### config.mk
export PLATFORM = sky130hd
export DESIGN_NAME = phase_sequencer
export DESIGN_NICKNAME = d
export VERILOG_FILES = /design/src/rtl/phase_sequencer.sv
export SDC_FILE = /design/constraint.sdc
export NUM_CORES = 1
export LEC_CHECK = 0
export BUFFER_PORTS_ARGS = -buffer_cell sky130_fd_sc_hd__buf_2
export CORE_MARGIN = 2
export CORE_UTILIZATION = 51
export CTS_BUF_LIST = sky130_fd_sc_hd__clkbuf_4
export DETAILED_ROUTE_END_ITERATION = 8
export PLACE_DENSITY_LB_ADDON = 0.15
export RECOVER_POWER = 25
export SETUP_SLACK_MARGIN = 0.1
export SYNTH_ARGS = -nofsm -noshare
export SYNTH_HDL_FRONTEND = slang
export SYNTH_SLANG_ARGS = --single-unit
### constraint.sdc
create_clock -name CLK -period 4.7 [get_ports CLK]
set_input_delay 0.235 -clock CLK [delete_from_list [all_inputs] [get_ports CLK]]
set_output_delay 0.235 -clock CLK [all_outputs]
set_load 0.05 [all_outputs]
### src/rtl/phase_sequencer.sv
// Phase sequencer: steps through NPHASES phases, each lasting a programmable number of
// 1 us ticks, optionally looping. Define PHASE_SEQUENCER_PAUSE_EN to add a pause input.
module phase_sequencer #(
    parameter int CLOCK_SPEED_MHZ = 12,
    parameter int NPHASES         = 4,
    parameter int DUR_WIDTH       = 16
) (
    input  logic                       CLK,
    input  logic                       RST,
    input  logic                       start,
    input  logic                       abort,
    input  logic                       loop_en,
`ifdef PHASE_SEQUENCER_PAUSE_EN
    input  logic                       pause,
`endif
    input  logic                       dur_wr_en,
    input  logic [$clog2(NPHASES)-1:0] dur_wr_idx,
    input  logic [DUR_WIDTH-1:0]       dur_wr_data,
    output logic                       busy,
    output logic [$clog2(NPHASES)-1:0] phase,
    output logic [NPHASES-1:0]         phase_en,
    output logic                       phase_done,
    output logic                       seq_done
);

    localparam int PW = $clog2(NPHASES);
    localparam int SW = (CLOCK_SPEED_MHZ > 1) ? $clog2(CLOCK_SPEED_MHZ) : 1;
    localparam logic [SW-1:0] PRESC_LAST = SW'(CLOCK_SPEED_MHZ - 1);
    localparam logic [PW-1:0] PHASE_LAST = PW'(NPHASES - 1);

    typedef enum logic {
        S_IDLE = 1'b0,
        S_RUN  = 1'b1
    } state_t;

    state_t               state_q;
    state_t               state_d;
    logic [DUR_WIDTH-1:0] dur_tbl [NPHASES];
    logic [SW-1:0]        presc_q;
    logic [SW-1:0]        presc_d;
    logic [DUR_WIDTH-1:0] cnt_q;
    logic [DUR_WIDTH-1:0] cnt_d;
    logic [PW-1:0]        phase_d;
    logic [PW-1:0]        phase_nxt;
    logic [NPHASES-1:0]   phase_en_d;
    logic                 busy_d;
    logic                 phase_done_d;
    logic                 seq_done_d;
    logic                 hold;
    logic                 tick;
    logic                 phase_end;
    logic                 last_phase;
    logic                 go;

`ifdef PHASE_SEQUENCER_PAUSE_EN
    assign hold = pause;
`else
    assign hold = 1'b0;
`endif

    // A zero duration would never expire in the down-counter, so it runs as one tick.
    function automatic logic [DUR_WIDTH-1:0] eff_dur(input logic [DUR_WIDTH-1:0] d);
        return (d == '0) ? DUR_WIDTH'(1) : d;
    endfunction

    assign tick       = (presc_q == PRESC_LAST);
    assign phase_end  = tick && (cnt_q == DUR_WIDTH'(1));
    assign last_phase = (phase == PHASE_LAST);
    assign phase_nxt  = phase + 1'b1;
    assign go         = start && !abort && !hold;

    always_ff @(posedge CLK) begin
        if (RST) begin
            state_q <= S_IDLE;
        end else begin
            state_q <= state_d;
        end
    end

    always_comb begin
        state_d = state_q;
        case (state_q)
            S_IDLE: begin
                if (go) begin
                    state_d = S_RUN;
                end
            end
            S_RUN: begin
                if (abort) begin
                    state_d = S_IDLE;
                end else if (!hold && phase_end && last_phase && !loop_en) begin
                    state_d = S_IDLE;
                end
            end
            default: state_d = S_IDLE;
        endcase
    end

    // Next values for the registered outputs and the timing datapath. While held,
    // the done pulses stay low so a pulse is never stretched across a pause.
    always_comb begin
        presc_d      = presc_q;
        cnt_d        = cnt_q;
        phase_d      = phase;
        phase_done_d = 1'b0;
        seq_done_d   = 1'b0;
        case (state_q)
            S_IDLE: begin
                if (go) begin
                    presc_d = '0;
                    cnt_d   = eff_dur(dur_tbl[0]);
                    phase_d = '0;
                end
            end
            S_RUN: begin
                if (abort) begin
                    presc_d = '0;
                    cnt_d   = '0;
                    phase_d = '0;
                end else if (!hold) begin
                    if (!tick) begin
                        presc_d = presc_q + 1'b1;
                    end else begin
                        presc_d = '0;
                        if (!phase_end) begin
                            cnt_d = cnt_q - 1'b1;
                        end else begin
                            phase_done_d = 1'b1;
                            if (last_phase) begin
                                seq_done_d = 1'b1;
                                phase_d    = '0;
                                cnt_d      = loop_en ? eff_dur(dur_tbl[0]) : '0;
                            end else begin
                                phase_d = phase_nxt;
                                cnt_d   = eff_dur(dur_tbl[phase_nxt]);
                            end
                        end
                    end
                end
            end
            default: begin
                presc_d = '0;
                cnt_d   = '0;
                phase_d = '0;
            end
        endcase
        busy_d     = (state_d == S_RUN);
        phase_en_d = busy_d ? (NPHASES'(1) << phase_d) : '0;
    end

    always_ff @(posedge CLK) begin
        if (RST) begin
            presc_q    <= '0;
            cnt_q      <= '0;
            phase      <= '0;
            phase_en   <= '0;
            busy       <= 1'b0;
            phase_done <= 1'b0;
            seq_done   <= 1'b0;
        end else begin
            presc_q    <= presc_d;
            cnt_q      <= cnt_d;
            phase      <= phase_d;
            phase_en   <= phase_en_d;
            busy       <= busy_d;
            phase_done <= phase_done_d;
            seq_done   <= seq_done_d;
        end
    end

    // A write landing on the entry being latched this edge is seen only by later entries.
    always_ff @(posedge CLK) begin
        if (RST) begin
            for (int i = 0; i < NPHASES; i++) begin
                dur_tbl[i] <= DUR_WIDTH'(1);
            end
        end else if (dur_wr_en && (int'(dur_wr_idx) < NPHASES)) begin
            dur_tbl[dur_wr_idx] <= dur_wr_data;
        end
    end

endmodule

==> results_dict.tcl <==
set metrics [dict create \
    async_flop_share_pct 0 \
    synthTopCellsByArea "edfxtp_1 40%, dfxtp_1 12%, and2_1 8.1%" \
    peakVddDrop_mv 0.1858 \
    internal_power_uw 1196 \
    synthMostInstantiatedCell "edfxtp_1" \
    drcViolationCount 0 \
    tritoncts "built" \
    required_ns 5.05 \
    setup_viol 0 \
    drt_wl_total_mm 11.11 \
    holdBufCountCts 0 \
    ff2ff_path_depth 7 \
    start_util_pct 52.39 \
    clk_latency_ns 0.47 \
    synth.top_cell.area_share_pct 39.70 \
    grt_antenna_before_repair 0 \
    drv_cap 1 \
    ys_seq_area_share_pct 51.69 \
    die_y_um 101.4 \
    start_kind "flop" \
    combPwrFrac_pct 13.1 \
    overflow 0 \
    cts_resized 0 \
    grt_max_degree 33 \
    switchingPower_uw 479.7 \
    clock_path_buffers 2 \
    grt_util_met1_pct 32.99 \
    end_kind "flop" \
    crit_slowest_cell "mux4_1" \
    area_growth_pct 8.116 \
    setup_tns_ns 0 \
    ant_nets 0 \
    dp_hpwl_mm 7.787 \
    synth_edf_count 64 \
    grt_busiest_layer "met2" \
    violations "capacitance limit, slew limit" \
    die_w_um 101.4 \
    yosys_register_bits 93 \
    arrival_ns 3.52 \
    clock_sinks 93 \
    powerDensity_mw_per_mm2 320.2 \
    fillCellCount 833 \
    drtIter0Drc 246 \
    dr_total_vias 3544 \
    cpPeakStageDelay_ns 0.63 \
    synthesis.nets 482 \
    htree_levels 3 \
    cp_max_fo 26 \
    cts_setup_buffers 0 \
    drv_slew 33 \
    synth_warnings 0 \
    use_met2_pct 36.32 \
    cts_buffers 9 \
    pwr-share-clk_pct 28.8 \
    num_antenna_cells 0 \
    core_mm2 0.009240 \
    rsz0062_at_grt "false" \
    core.rowCount 35 \
    clkTransAtPathRegs_ns 0.17 \
    syn_area_mm2 0.004841 \
    synth.distinct_cells 56 \
    grt_usage_pct 23.03 \
    dp_cells 592 \
    fin_crit_ns 3.172 \
    holdPathStages 4 \
    grt_pass1_wl_mm 18.12 \
    fmaxAchievable_ghz 0.3152 \
    finalCoreUtilization_pct 56.64 \
    die_area_mm2 0.01029 \
    p_seq_share_pct 58.2 \
    drive_above_1_share_pct 15.24 \
    io_pins 33 \
    yosys-top-cells-count "64 x edfxtp_1, 63 x and2_1, 42 x nand2_1" \
    grt_pass1_vias 3421 \
    critical_path_class "reg -> reg" \
    fin_skew_ns 0.01931 \
    io_buffers 32 \
    syn_inst 454 \
    finalHoldViolations 0 \
    synth_top_cell_by_area "edfxtp_1" \
    synth.avg_cell_area_um2 10.66 \
    fin_cells 608 \
    hp-class "in -> reg" \
    nNetsFinal 502 \
    r2r_setup_slack_ns 1.53 \
    first_pass_iters 5 \
    ctsRootBufferMaster "clkbuf_4" \
    routedWlPerCell_um 18.26 \
    synthFlopType "edfxtp_1" \
    place.gp.congestion 0.8161 \
    use_met3_pct 3.934 \
    p_leak_uw 0.001910 \
    p_sw_share_pct 28.63 \
    drt-vias-per-instance 5.829 \
    slew_headroom_pct -10.14 \
    crit_chain "buf_4 -> ha_1 -> mux4_1 -> or4_1 -> nor4_2 -> a311oi_1 -> a2111oi_2" \
    status "finished, violations left" \
    worstMarginPinSlew_ns 1.652 \
    period_share_pct 67.50 \
]
cells by family after synthesis:
kind of cell,after synthesis,share of synthesized area [%]
AND/OR/NAND/NOR,212,23.75
flip-flops,93,51.69
AO/OA/AOI/OAI,80,10.62
buffers and inverters,36,2.998
multiplexers,19,8.090
XOR/XNOR,10,1.809
adder cells (fa/ha/maj),4,1.034
cell type report:
| type | instances | area [um^2] | area share (%) |
|---|---|---|---|
| Sequential cell | 93 | 2502 | 47.81 |
| Clock inverter | 7 | 92.59 | 1.769 |
| Timing Repair Buffer | 37 | 186.4 | 3.562 |
| Clock buffer | 9 | 67.56 | 1.291 |
| Multi-Input combinational cell | 325 | 2193 | 41.91 |
| Tap cell | 129 | 161.4 | 3.084 |
| Inverter | 8 | 30.03 | 0.5738 |
path summary, 6_finish.rpt:
check,endpoint,from
worst max-delay path,cnt_q[0],phase[0]
worst min-delay path,busy,abort
worst max register to register,cnt_q[0],phase[0]
worst min register to register,presc_q[3],presc_q[3]
power groups by stage:
stage	clock [uW]	combinational [uW]	sequential (uW)
after floorplan	0	163	974
after global placement	0	215	992
after detailed placement	0	217	992
after CTS	489	219	974
after global routing	518	243	981
final	482	219	975
flip-flops by register name, indices dropped and copies added (netlist names):
| signal | cells |
|---|---|
| busy | 1 |
| cnt_q | 16 |
| dur_tbl | 64 |
| phase | 2 |
| phase_done | 1 |
| phase_en | 4 |
| presc_q | 4 |
| seq_done | 1 |
per-layer routing:
metal | vias to the layer above | share of wire (%)
met3 | 17 | 5.0
met4 | 0 | 1.5
li1 | 1716 | -
met1 | 1700 | 46
met2 | 111 | 48
met5 | - | 0
metrics by stage:
step / hold WS [ns] / power (uW) / setup slack (ns) / area [um^2]
after floorplan: 0.4061 / 1137 / 1.897 / 4841
after global placement: 0.4934 / 1207 / 1.655 / 5085
after detailed placement: 0.5213 / 1210 / 1.576 / 5085
after CTS: 0.02180 / 1681 / 1.516 / 5245
after global routing: 0.04382 / 1742 / 1.351 / 5234
final: 0.03310 / 1676 / 1.528 / 5234
layout by cell type (no fill, tap or decap), drive strengths merged, types with 5 or more instances in the layout:
cell    netlist  final
nand3        19     19
and2         63     63
inv           8     10
and3          9      9
xor2          7      7
mux4         15     15
a211oi        8      8
a21oi        23     23
or4           6      6
clkbuf       23     12
o22ai         8      8
nor2         34     34
o21ai        15     15
nor3         12     12
edfxtp       64     64
nand2        42     42
nand2b        5      5
dfxtp        29     29
nor4         12     12
buf           5     34
worst max-delay path, delay by kind of cell (launching register included):
family                     cells  cell delay, ns
muxes                          1            0.63
AOI/OAI and AO/OA              2            0.48
buffers and inverters          1            0.22
DFF                            1            0.33
adders and majority gates      1            0.60
and+or+nand+nor                2            0.78
No activity file was read; power rests on OpenSTA's default activity.
